**src/rtl/ipsxe_fft_pingpong_buf_pkg.sv**
```systemverilog
// Shared definitions for the FFT ping-pong frame buffer: frame depth helper,
// address bit-reversal and the bank index type.
package ipsxe_fft_pp_pkg;

    // One bit selects between the two banks.
    typedef logic bank_idx_t;

    localparam bank_idx_t BANK0 = 1'b0;
    localparam bank_idx_t BANK1 = 1'b1;

    // Widest address the bit-reversal helper handles.
    localparam int MAX_ADDR_WIDTH = 10;

    // Frame length in samples for a given address width.
    function automatic int depth_of(input int aw);
        return 32'sd1 << aw;
    endfunction

    // Reverse the low 'width' bits of addr; the bits above stay zero.
    function automatic logic [MAX_ADDR_WIDTH-1:0] bitrev(
        input logic [MAX_ADDR_WIDTH-1:0] addr,
        input int                        width
    );
        logic [MAX_ADDR_WIDTH-1:0] r;
        r = '0;
        for (int i = 0; i < MAX_ADDR_WIDTH; i++) begin
            if (i < width) begin
                r[i] = addr[width-1-i];
            end else begin
                r[i] = 1'b0;
            end
        end
        return r;
    endfunction

endpackage

```
**src/rtl/ipsxe_fft_pingpong_buf_if.sv**
```systemverilog
// Streaming interface of the ping-pong buffer: the input (s_*) and output (m_*)
// valid/ready channels. The buffer uses the slave view, the surrounding
// producer/consumer uses the master view.
interface ipsxe_fft_pingpong_buf_if #(
    parameter int DATA_WIDTH = 16,
    parameter int CHAN_NUM   = 2
) ();
    logic                           s_valid;
    logic                           s_ready;
    logic [CHAN_NUM*DATA_WIDTH-1:0] s_data;
    logic                           s_last;
    logic                           m_valid;
    logic                           m_ready;
    logic [CHAN_NUM*DATA_WIDTH-1:0] m_data;
    logic                           m_last;

    modport master (
        output s_valid, s_data, s_last, m_ready,
        input  s_ready, m_valid, m_data, m_last
    );

    modport slave (
        input  s_valid, s_data, s_last, m_ready,
        output s_ready, m_valid, m_data, m_last
    );
endinterface

```
**src/rtl/ipsxe_fft_pingpong_buf_bank.sv**
```systemverilog
// One distributed-RAM bank of the ping-pong buffer: synchronous write,
// asynchronous read. Contents are never reset.
module ipsxe_fft_pp_bank
    import ipsxe_fft_pp_pkg::*;
#(
    parameter int ADDR_WIDTH = 4,
    parameter int WIDTH      = 32
) (
    input  logic                  clk,
    input  logic                  we,
    input  logic [ADDR_WIDTH-1:0] waddr,
    input  logic [WIDTH-1:0]      wdata,
    input  logic [ADDR_WIDTH-1:0] raddr,
    output logic [WIDTH-1:0]      rdata
);
    localparam int DEPTH = depth_of(ADDR_WIDTH);

    logic [WIDTH-1:0] mem_r [DEPTH];

    // Store the incoming sample on a write strobe.
    always_ff @(posedge clk) begin
        if (we) begin
            mem_r[waddr] <= wdata;
        end
    end

    assign rdata = mem_r[raddr];

endmodule

```
**src/rtl/ipsxe_fft_pingpong_buf.sv**
```systemverilog
// Two-bank ping-pong frame buffer for the FFT datapath. The writer fills one
// bank with a DEPTH-sample frame while the reader drains the other through a
// registered output stage. s_last is only checked against the frame counter.
// Build option: define IPSXE_FFT_PP_BITREV_EN to store samples at the
// bit-reversed write address so bit-reversed input leaves in natural order.
module ipsxe_fft_pingpong_buf
    import ipsxe_fft_pp_pkg::*;
#(
    parameter int ADDR_WIDTH = 4,
    parameter int DATA_WIDTH = 16,
    parameter int CHAN_NUM   = 2
) (
    input  logic                       clk,
    input  logic                       rst,
    ipsxe_fft_pingpong_buf_if.slave    bus,
    output logic [1:0]                 bank_full,
    output logic                       frame_err
);
    localparam int W = CHAN_NUM * DATA_WIDTH;
    localparam logic [ADDR_WIDTH-1:0] CNT_LAST = {ADDR_WIDTH{1'b1}};
    localparam logic [ADDR_WIDTH-1:0] CNT_ONE  = {{(ADDR_WIDTH-1){1'b0}}, 1'b1};

    logic [1:0]            bank_full_r;
    logic [1:0]            bank_full_nxt_s;
    bank_idx_t             wr_bank_r;
    bank_idx_t             rd_bank_r;
    logic [ADDR_WIDTH-1:0] wr_cnt_r;
    logic [ADDR_WIDTH-1:0] rd_cnt_r;
    logic [ADDR_WIDTH-1:0] waddr_s;
    logic                  s_ready_s;
    logic                  accept_s;
    logic                  wr_close_s;
    logic                  advance_s;
    logic                  load_s;
    logic                  rd_free_s;
    logic                  we0_s;
    logic                  we1_s;
    logic [W-1:0]          rdata0_s;
    logic [W-1:0]          rdata1_s;
    logic [W-1:0]          rdata_s;
    logic [W-1:0]          m_data_r;
    logic                  m_valid_r;
    logic                  m_last_r;
    logic                  frame_err_r;

    assign s_ready_s  = ~bank_full_r[wr_bank_r];
    assign accept_s   = bus.s_valid & s_ready_s;
    assign wr_close_s = accept_s & (wr_cnt_r == CNT_LAST);
    assign advance_s  = ~m_valid_r | bus.m_ready;
    assign load_s     = advance_s & bank_full_r[rd_bank_r];
    assign rd_free_s  = load_s & (rd_cnt_r == CNT_LAST);
    assign we0_s      = accept_s & (wr_bank_r == BANK0);
    assign we1_s      = accept_s & (wr_bank_r == BANK1);

`ifdef IPSXE_FFT_PP_BITREV_EN
    logic [MAX_ADDR_WIDTH-1:0] wr_ext_s;
    logic [MAX_ADDR_WIDTH-1:0] wr_rev_s;

    // Bit-reverse the write counter so reversed input is stored in natural order.
    always_comb begin
        wr_ext_s                 = {MAX_ADDR_WIDTH{1'b0}};
        wr_ext_s[ADDR_WIDTH-1:0] = wr_cnt_r;
        wr_rev_s                 = bitrev(wr_ext_s, ADDR_WIDTH);
        waddr_s                  = wr_rev_s[ADDR_WIDTH-1:0];
    end
`else
    // Identity ordering: samples land at their arrival index.
    always_comb begin
        waddr_s = wr_cnt_r;
    end
`endif

    ipsxe_fft_pp_bank #(.ADDR_WIDTH(ADDR_WIDTH), .WIDTH(W)) u_bank0 (
        .clk   (clk),
        .we    (we0_s),
        .waddr (waddr_s),
        .wdata (bus.s_data),
        .raddr (rd_cnt_r),
        .rdata (rdata0_s)
    );

    ipsxe_fft_pp_bank #(.ADDR_WIDTH(ADDR_WIDTH), .WIDTH(W)) u_bank1 (
        .clk   (clk),
        .we    (we1_s),
        .waddr (waddr_s),
        .wdata (bus.s_data),
        .raddr (rd_cnt_r),
        .rdata (rdata1_s)
    );

    // Select the asynchronous read data of the bank being drained.
    always_comb begin
        case (rd_bank_r)
            BANK0:   rdata_s = rdata0_s;
            BANK1:   rdata_s = rdata1_s;
            default: rdata_s = {W{1'b0}};
        endcase
    end

    // Merge the writer's close and the reader's free; they never hit the same bank.
    always_comb begin
        bank_full_nxt_s = bank_full_r;
        if (wr_close_s) begin
            bank_full_nxt_s[wr_bank_r] = 1'b1;
        end else begin
            bank_full_nxt_s[wr_bank_r] = bank_full_r[wr_bank_r];
        end
        if (rd_free_s) begin
            bank_full_nxt_s[rd_bank_r] = 1'b0;
        end else begin
            bank_full_nxt_s[rd_bank_r] = bank_full_nxt_s[rd_bank_r];
        end
    end

    // Bank full flags.
    always_ff @(posedge clk) begin
        if (rst) begin
            bank_full_r <= 2'b00;
        end else begin
            bank_full_r <= bank_full_nxt_s;
        end
    end

    // Write side: frame counter, bank pointer and the s_last consistency check.
    always_ff @(posedge clk) begin
        if (rst) begin
            wr_cnt_r    <= {ADDR_WIDTH{1'b0}};
            wr_bank_r   <= BANK0;
            frame_err_r <= 1'b0;
        end else begin
            frame_err_r <= accept_s & (bus.s_last != (wr_cnt_r == CNT_LAST));
            if (accept_s) begin
                wr_cnt_r <= wr_cnt_r + CNT_ONE;
            end
            if (wr_close_s) begin
                wr_bank_r <= ~wr_bank_r;
            end
        end
    end

    // Read side: output register, read counter and bank pointer.
    always_ff @(posedge clk) begin
        if (rst) begin
            m_data_r  <= {W{1'b0}};
            m_valid_r <= 1'b0;
            m_last_r  <= 1'b0;
            rd_cnt_r  <= {ADDR_WIDTH{1'b0}};
            rd_bank_r <= BANK0;
        end else if (advance_s) begin
            if (load_s) begin
                m_data_r  <= rdata_s;
                m_valid_r <= 1'b1;
                m_last_r  <= (rd_cnt_r == CNT_LAST);
                rd_cnt_r  <= rd_cnt_r + CNT_ONE;
                if (rd_free_s) begin
                    rd_bank_r <= ~rd_bank_r;
                end
            end else begin
                m_valid_r <= 1'b0;
            end
        end
    end

    assign bus.s_ready = s_ready_s;
    assign bus.m_valid = m_valid_r;
    assign bus.m_data  = m_data_r;
    assign bus.m_last  = m_last_r;
    assign bank_full   = bank_full_r;
    assign frame_err   = frame_err_r;

endmodule
```
**src/flat_wrapper.sv**
```systemverilog
// flat-port wrapper written by rule: the top's interface ports become plain ports
module ipsxe_fft_pingpong_buf_flat import ipsxe_fft_pp_pkg::*;
#(
    parameter int ADDR_WIDTH = 4,
    parameter int DATA_WIDTH = 16,
    parameter int CHAN_NUM   = 2
)
  (clk, rst, bank_full, frame_err, bus_s_valid, bus_s_data, bus_s_last, bus_m_ready, bus_s_ready, bus_m_valid, bus_m_data, bus_m_last);
  ipsxe_fft_pingpong_buf_if #(.DATA_WIDTH(DATA_WIDTH), .CHAN_NUM(CHAN_NUM)) bus_i ();
  input  logic clk;
  input  logic rst;
  output logic [1:0] bank_full;
  output logic frame_err;
  input wire logic [$bits(bus_i.s_valid)-1:0] bus_s_valid;
  input wire logic [$bits(bus_i.s_data)-1:0] bus_s_data;
  input wire logic [$bits(bus_i.s_last)-1:0] bus_s_last;
  input wire logic [$bits(bus_i.m_ready)-1:0] bus_m_ready;
  output wire logic [$bits(bus_i.s_ready)-1:0] bus_s_ready;
  output wire logic [$bits(bus_i.m_valid)-1:0] bus_m_valid;
  output wire logic [$bits(bus_i.m_data)-1:0] bus_m_data;
  output wire logic [$bits(bus_i.m_last)-1:0] bus_m_last;
  assign bus_i.s_valid = bus_s_valid;
  assign bus_i.s_data = bus_s_data;
  assign bus_i.s_last = bus_s_last;
  assign bus_i.m_ready = bus_m_ready;
  assign bus_s_ready = bus_i.s_ready;
  assign bus_m_valid = bus_i.m_valid;
  assign bus_m_data = bus_i.m_data;
  assign bus_m_last = bus_i.m_last;
  ipsxe_fft_pingpong_buf #(.ADDR_WIDTH(ADDR_WIDTH), .DATA_WIDTH(DATA_WIDTH), .CHAN_NUM(CHAN_NUM)) u_core (.clk(clk), .rst(rst), .bus(bus_i), .bank_full(bank_full), .frame_err(frame_err));
endmodule
```
**config.mk**
```make
export PLATFORM = sky130hd
export DESIGN_NAME = ipsxe_fft_pingpong_buf_flat
export DESIGN_NICKNAME = d
export VERILOG_FILES = /design/src/rtl/ipsxe_fft_pingpong_buf_pkg.sv /design/src/rtl/ipsxe_fft_pingpong_buf_if.sv /design/src/rtl/ipsxe_fft_pingpong_buf_bank.sv /design/src/rtl/ipsxe_fft_pingpong_buf.sv /design/src/flat_wrapper.sv
export SDC_FILE = /design/constraint.sdc
export NUM_CORES = 1
export LEC_CHECK = 0
export BUFFER_PORTS_ARGS = -buffer_cell sky130_fd_sc_hd__buf_2
export CELL_PAD_IN_SITES_DETAIL_PLACEMENT = 2
export CELL_PAD_IN_SITES_GLOBAL_PLACEMENT = 2
export CORE_UTILIZATION = 54
export DETAILED_ROUTE_END_ITERATION = 10
export PLACE_DENSITY = 0.95
export REMOVE_ABC_BUFFERS = 1
export SLEW_MARGIN = 20
export SYNTH_ARGS = -nofsm -noshare
export SYNTH_HDL_FRONTEND = slang
export SYNTH_HIERARCHICAL = 1
export SYNTH_SLANG_ARGS = --single-unit
export TNS_END_PERCENT = 100
```
**constraint.sdc**
```tcl
create_clock -name clk -period 7.2 [get_ports clk]
set_input_delay 0.36 -clock clk [delete_from_list [all_inputs] [get_ports clk]]
set_output_delay 0.36 -clock clk [all_outputs]
set_load 0.02 [all_outputs]
```
==> reports/qor.csv, run 1 <==
metric;value;unit
synth_area_per_cell;22.1;um^2
status;did not finish;
ys_seq_area_share;78.1;%
dp_hpwl;74.1;mm
yosysTopAreaCellShare;75.8;%
synth_cell_type_count;40;
synth_area;40600;um^2
ys_ff_latch;1071;
synth_top_cell_by_area;edfxtp_1;
start_util;54.5;%
rows;100;
synth-edff-count;1024;
die_height;276;um
die_w;276;um
gp_congestion;0.732;
netlist_instances;1837;
ys.flop_type;edfxtp_1;
ys_top_cells_by_area;edfxtp_1, mux4_2, a22oi_1, dfxtp_1, mux2i_1;
num_io_pins;75;
stop_stage;detailed placement (3_5_place_dp);
port_buffers;74;
yosys_warnings;6;
error;[ERROR DPL-0033] detailed placement checks failed during check placement.;
async_flop_share;0;%
-- kinds of logic after synthesis --
kind of cell    share of synthesized area (%)
flops                                    78.1
mux                                      15.2
compound gates                           3.69
simple gates                             1.63
buf+inv                                  1.32
fa+ha+maj                              0.0617
xor+xnor                               0.0216
-- cell usage after synthesis (2+ instances only) --
library cell and count:
a211oi_1 32, a21oi_1 41, a22oi_1 128, a311oi_1 2, and2_1 2, and3_1 2, buf_1 20, buf_2 20
buf_4 20, buf_6 3, clkbuf_1 43, dfxtp_1 47, edfxtp_1 1024, ha_1 2, inv_1 3, mux2_1 2
mux2_2 2, mux2i_1 32, mux4_2 256, nand2_1 66, nand2b_1 5, nand3_1 10, nand3b_1 4, nor2_1 30
nor2b_1 7, nor3_1 11, o21ai_0 3, o21ai_1 2, o31ai_1 3, or3_1 2, or3b_2 2, or4_1 3
-- metrics by stage --
step | worst slack, ns | setup TNS [ns] | cells | hold WS, ns
3_3_place_gp | 4.24 | 0 | 2826 | 0.470
2_1_floorplan | -4.74 | -186.28 | 1731 | 0.429
==> run 2, diff against run 1 <==
--- a/config.mk
+++ b/config.mk
@@ -6,11 +6,9 @@
 export NUM_CORES = 1
 export LEC_CHECK = 0
 export BUFFER_PORTS_ARGS = -buffer_cell sky130_fd_sc_hd__buf_2
-export CELL_PAD_IN_SITES_DETAIL_PLACEMENT = 2
-export CELL_PAD_IN_SITES_GLOBAL_PLACEMENT = 2
-export CORE_UTILIZATION = 54
+export CORE_UTILIZATION = 40
 export DETAILED_ROUTE_END_ITERATION = 10
-export PLACE_DENSITY = 0.95
+export PLACE_DENSITY_LB_ADDON = 0.15
 export REMOVE_ABC_BUFFERS = 1
 export SLEW_MARGIN = 20
 export SYNTH_ARGS = -nofsm -noshare
==> run 2 against run 1 <==
  * The flow now finishes without violations
  * Area after synthesis did not move
  * Synthesized cell count unchanged
==> reports/qor.csv, run 2 <==
metric;value;unit
core-area;100000;um^2
worstSetupStartpointType;input port;
ant_nets;0;
drv_cap;0;
p_leak;14.1;nW
grt_pass1_wl;152;mm
port_buffers;74;
clkTransAtPathRegs;0.06;ns
netlist_instances;1837;
num_vias;20000;
grt_antenna_before_repair;2;
cts_made_buffers;112;
grt_max_degree;125;
syn2layout_area_growth;14.7;%
ys_seq_area_share;78.1;%
critPathArrivalTime;3.59;ns
root_buffer;clkbuf_16;
hold-worst-slack;0.162;ns
num_io_pins;75;
postCtsResizedCells;0;
async_flop_share;0;%
htree_levels;3;
met3_usage;3.92;%
slew_headroom;24.2;%
die_w;320;um
yosys_warnings;6;
finalSetupViolations;0;
status;completed;
worstSkewPairLatency;0.69;ns
overflow;0;
fillCellCount;8312;
die_height;320;um
dp_hpwl;52.0;mm
design.die.area;103000;um^2
tightest_slew;1.14;ns
ir_worst_vdd;0.000191;V
ys_top_cells_by_area;edfxtp_1, mux4_2, a22oi_1, dfxtp_1, mux2i_1;
ys_ff_latch;1071;
dr.pass1.iters;5;
final_hold_viol_count;0;
cts_buffer_depth;3;
timing.final.crit_share;45.2;%
viasPerCell;5.82;
rows;116;
final_nets;2015;
synth_cell_type_count;40;
synth_area;40600;um^2
synth_top_cell_by_area;edfxtp_1;
ys.flop_type;edfxtp_1;
power.total;12.8;mW
crit_required;7.53;ns
end_kind;flip-flop;
layout_common_cells;edfxtp_1, mux4_2, a22oi_1;
top_usage_layer;met2;
met2_usage;32.9;%
grtUsageMet1;30.5;%
start_util;40.5;%
maxSlewViolCount;0;
crit_type;input port to flip-flop;
fin_util;46.4;%
final.min_clock_period;3.25;ns
gp_congestion;0.729;
wl_per_cell;31.1;um
drive_gt1_share;29.0;%
clock_skew;0.0186;ns
cp_max_fo;17;
synth_common_cells;edfxtp_1, mux4_2, a22oi_1;
wirelength;107;mm
drcViolationCount;0;
grt_pass1_vias;20400;
grtUsageTotal;21.0;%
fmax;307;MHz
antenna_cells;0;
cts_tree;yes;
hp-class;input port to flip-flop;
powerDensity;274;nW/um^2
layout_setup_ws;3.95;ns
fin_tns_setup;0;ns
layout_commonest_cell;edfxtp_1;
yosysTopAreaCellShare;75.8;%
cts.sinks;1071;
rsz0062_at_grt;false;
drtIter0Drc;2150;
pre_cts_ws;3.83;ns
yosysMostFrequentCell;edfxtp_1;
synth-edff-count;1024;
synth_area_per_cell;22.1;um^2
-- run 2: cell counts after synthesis --
Identical to the previous run, type by type.
-- run 2: routing by layer --
layer  up-vias  routed length [um]
met3       139                7790
met2       748               50100
li1       8096                   -
met1     11000               46900
met5         -                   0
met4         0                1930
-- run 2: critical path: stages --
cell	delay, ns
dlygate4sd3_1	0.52
buf_2	0.13
inv_1	0.13
nor3_1	0.45
or3b_2	0.62
nor2_4	0.84
buf_4	0.50
-- run 2: per-stage QoR --
step	cells	instance area [um^2]
2_1_floorplan	1731	40100
3_3_place_gp	3216	42800
3_5_place_dp	3217	42900
4_1_cts	3428	46500
5_1_grt	3428	46500
6_report	3428	46500
-- run 2: cell type report --
type,instances,area [um^2],share of cell area (%)
flip-flops and latches,1071,31700,68.1
repair buffers,131,848,1.82
clock buffers,146,3060,6.58
well taps,1357,1700,3.65
inverters,4,15.0,0.0323
multi-input cells,656,8630,18.5
clock inverters,63,591,1.27
-- run 2: cells by family (layout without fill, tap and decap cells) --
| logic type | count (synthesis) | in the layout | share of synthesized area, % |
|---|---|---|---|
| compound gates | 214 | 214 | 3.69 |
| xor+xnor | 1 | 1 | 0.0216 |
| fa+ha+maj | 2 | 2 | 0.0617 |
| buf+inv | 110 | 344 | 1.32 |
| flops | 1071 | 1071 | 78.1 |
| mux | 293 | 293 | 15.2 |
| simple gates | 146 | 146 | 1.63 |
-- run 2: power by group --
group / total, mW / switching (mW) / leakage (nW) / internal, mW
clock network: 5.71 / 2.36 / 1.80 / 3.35
logic: 0.187 / 0.147 / 2.70 / 0.0405
registers: 6.86 / 0.00695 / 9.61 / 6.85
total: 12.8 / 2.52 / 14.1 / 10.2
-- run 2: path summary, 6_finish.rpt --
kind,cells past startpoint,from,to,slack [ns]
max,7,bus_s_valid,u_core/u_bank0/mem_r[1][14],3.95
min,1,bus_s_data[7],u_core/u_bank1/mem_r[5][7],0.16
max reg2reg,4,u_core/bank_full[0],u_core/u_bank0/mem_r[1][14],3.97
min reg2reg,2,u_core/bus.m_last,u_core/bus.m_last,0.50
-- run 2: what timing repair did --
item | 4_1_cts | 5_1_grt
setup buffers | 0 | 0
hold buffers | 2 | 0
endpoints found under the hold margin | 3 | 0
(Power assumes the default switching activity.)
==> run 3, diff against run 2 <==
==> constraint.sdc (replaced) <==
create_clock -name clk -period 2.6 [get_ports clk]
set_input_delay 0.13 -clock clk [delete_from_list [all_inputs] [get_ports clk]]
set_output_delay 0.13 -clock clk [all_outputs]
set_load 0.02 [all_outputs]
==> run 3 against run 2 <==
  * Sequential power rose to 2.8 times the previous value
  * First-iteration DRC count down 7.3%
  * Wire length down 1.4%
  * Clock skew up 0.0067 ns
  * Sequential cell count unchanged
  * Utilization up 1.6 points
  * Power rose to 2.8 times the previous value
  * Count of clock-buffer cells in the layout down 9
  * Global-route usage down 0.055 points
  * Critical path type is now flip-flop to flip-flop
  * Largest cell class unchanged
  * Largest power group unchanged
==> reports/qor.csv, run 3 (same netlist as run 2, synthesis figures left out) <==
metric;value;unit
fin_cells;3534;
hp-class;input port to flip-flop;
rsz0062_at_grt;false;
port_buffers;74;
root_buffer;clkbuf_16;
wl_per_cell;29.8;um
final_hold_viol_count;0;
num_io_pins;75;
status;completed;
start_util;40.5;%
regArea;31700;um^2
clock_skew;0.0253;ns
design.die.area;103000;um^2
viasPerCell;5.69;
ant_nets;0;
cts_buffer_depth;3;
gp_congestion;0.735;
overflow;0;
die_height;320;um
grtUsageTotal;20.9;%
layout_common_cells;edfxtp_1, mux4_2, a22oi_1;
cts_tree;yes;
p_leak;14.8;nW
wirelength;105;mm
syn2layout_area_growth;18.7;%
fmax;419;MHz
fin_tns_setup;0;ns
dp_hpwl;56.9;mm
clkTransAtPathRegs;0.07;ns
tightest_slew;0.783;ns
final_nets;2120;
grt_pass1_wl;152;mm
end_kind;flip-flop;
crit_type;flip-flop to flip-flop;
timing.final.crit_share;91.8;%
cts_made_buffers;109;
num_vias;20100;
multi_input_area;8620;um^2
powerDensity;743;nW/um^2
cts.sinks;1071;
crit_required;3.15;ns
drive_gt1_share;31.1;%
fillCellCount;8195;
final.min_clock_period;2.39;ns
maxSlewViolCount;0;
htree_levels;3;
rows;116;
place_inst;3290;
critPathArrivalTime;2.93;ns
layout_commonest_cell;edfxtp_1;
drcViolationCount;0;
slew_headroom;47.7;%
worstSetupStartpointType;flip-flop;
die_w;320;um
post-cts-setup-buffer-count;0;
worstSkewPairLatency;0.69;ns
grt_pass1_vias;20800;
drtIter0Drc;1992;
drv_cap;0;
core-area;100000;um^2
grt_antenna_before_repair;1;
grt_max_degree;41;
ir_worst_vdd;0.000538;V
finalSetupViolations;0;
cp_max_fo;40;
dr.pass1.iters;5;
run 3: area by class of cell:
type	count	share of cell area, %
flip-flops and latches	1071	65.8
multi-input cells	656	17.9
clock buffers	137	6.10
repair buffers	239	4.96
well taps	1357	3.53
clock inverters	69	1.61
inverters	4	0.0312
diodes	1	0.00520
run 3: path summary, 6_finish.rpt:
path                                         start               endpoint  slack (ns)  cells past startpoint
worst min register to register   u_core/bus.m_last      u_core/bus.m_last        0.50                      2
worst max-delay path            u_core/rd_cnt_r[0]  u_core/bus.m_data[18]        0.21                      6
worst min-delay path                    bus_s_last       u_core/frame_err        0.36                      4
worst max register to register  u_core/rd_cnt_r[0]  u_core/bus.m_data[18]        0.21                      6
run 3: power by group:
group / internal (mW) / total [mW] / switching, mW
clock: 9.66 / 16.2 / 6.52
combinational: 0.166 / 0.572 / 0.407
sequential: 19.0 / 19.0 / 0.0250
total: 28.8 / 35.7 / 6.96
run 3: per-stage QoR:
step           setup WS (ns)  instance area [um^2]  total power [mW]  hold slack, ns  utilization, %
2_1_floorplan          -9.34                 40100              19.5           0.199               -
3_3_place_gp           0.235                 44100              19.9           0.439            43.9
3_5_place_dp           0.238                 44100              19.9           0.438            43.9
4_1_cts                0.221                 48100              36.1           0.310            48.0
5_1_grt                0.109                 48100              36.8           0.377            48.0
6_report               0.214                 48100              35.7           0.361            48.0
run 3: layer usage:
layer	global-route usage [%]	part of all wire, %	up-vias
met3	3.67	6.7	119
li1	-	-	8330
met5	0	0	-
met4	5.32	1.9	0
met1	30.6	44	11000
met2	32.6	47	674
run 3: critical path: stages (launching register included):
cell      delay [ns]
dfxtp_4         0.45
buf_12          0.33
mux4_2          0.54
a22oi_1         0.22
nand2_1         0.10
mux2i_1         0.43
a211oi_1        0.14
run 3: what timing repair did:
action,CTS,global route
hold buffers,37,0
hold endpoints to repair,1030,0
resized for setup,0,0
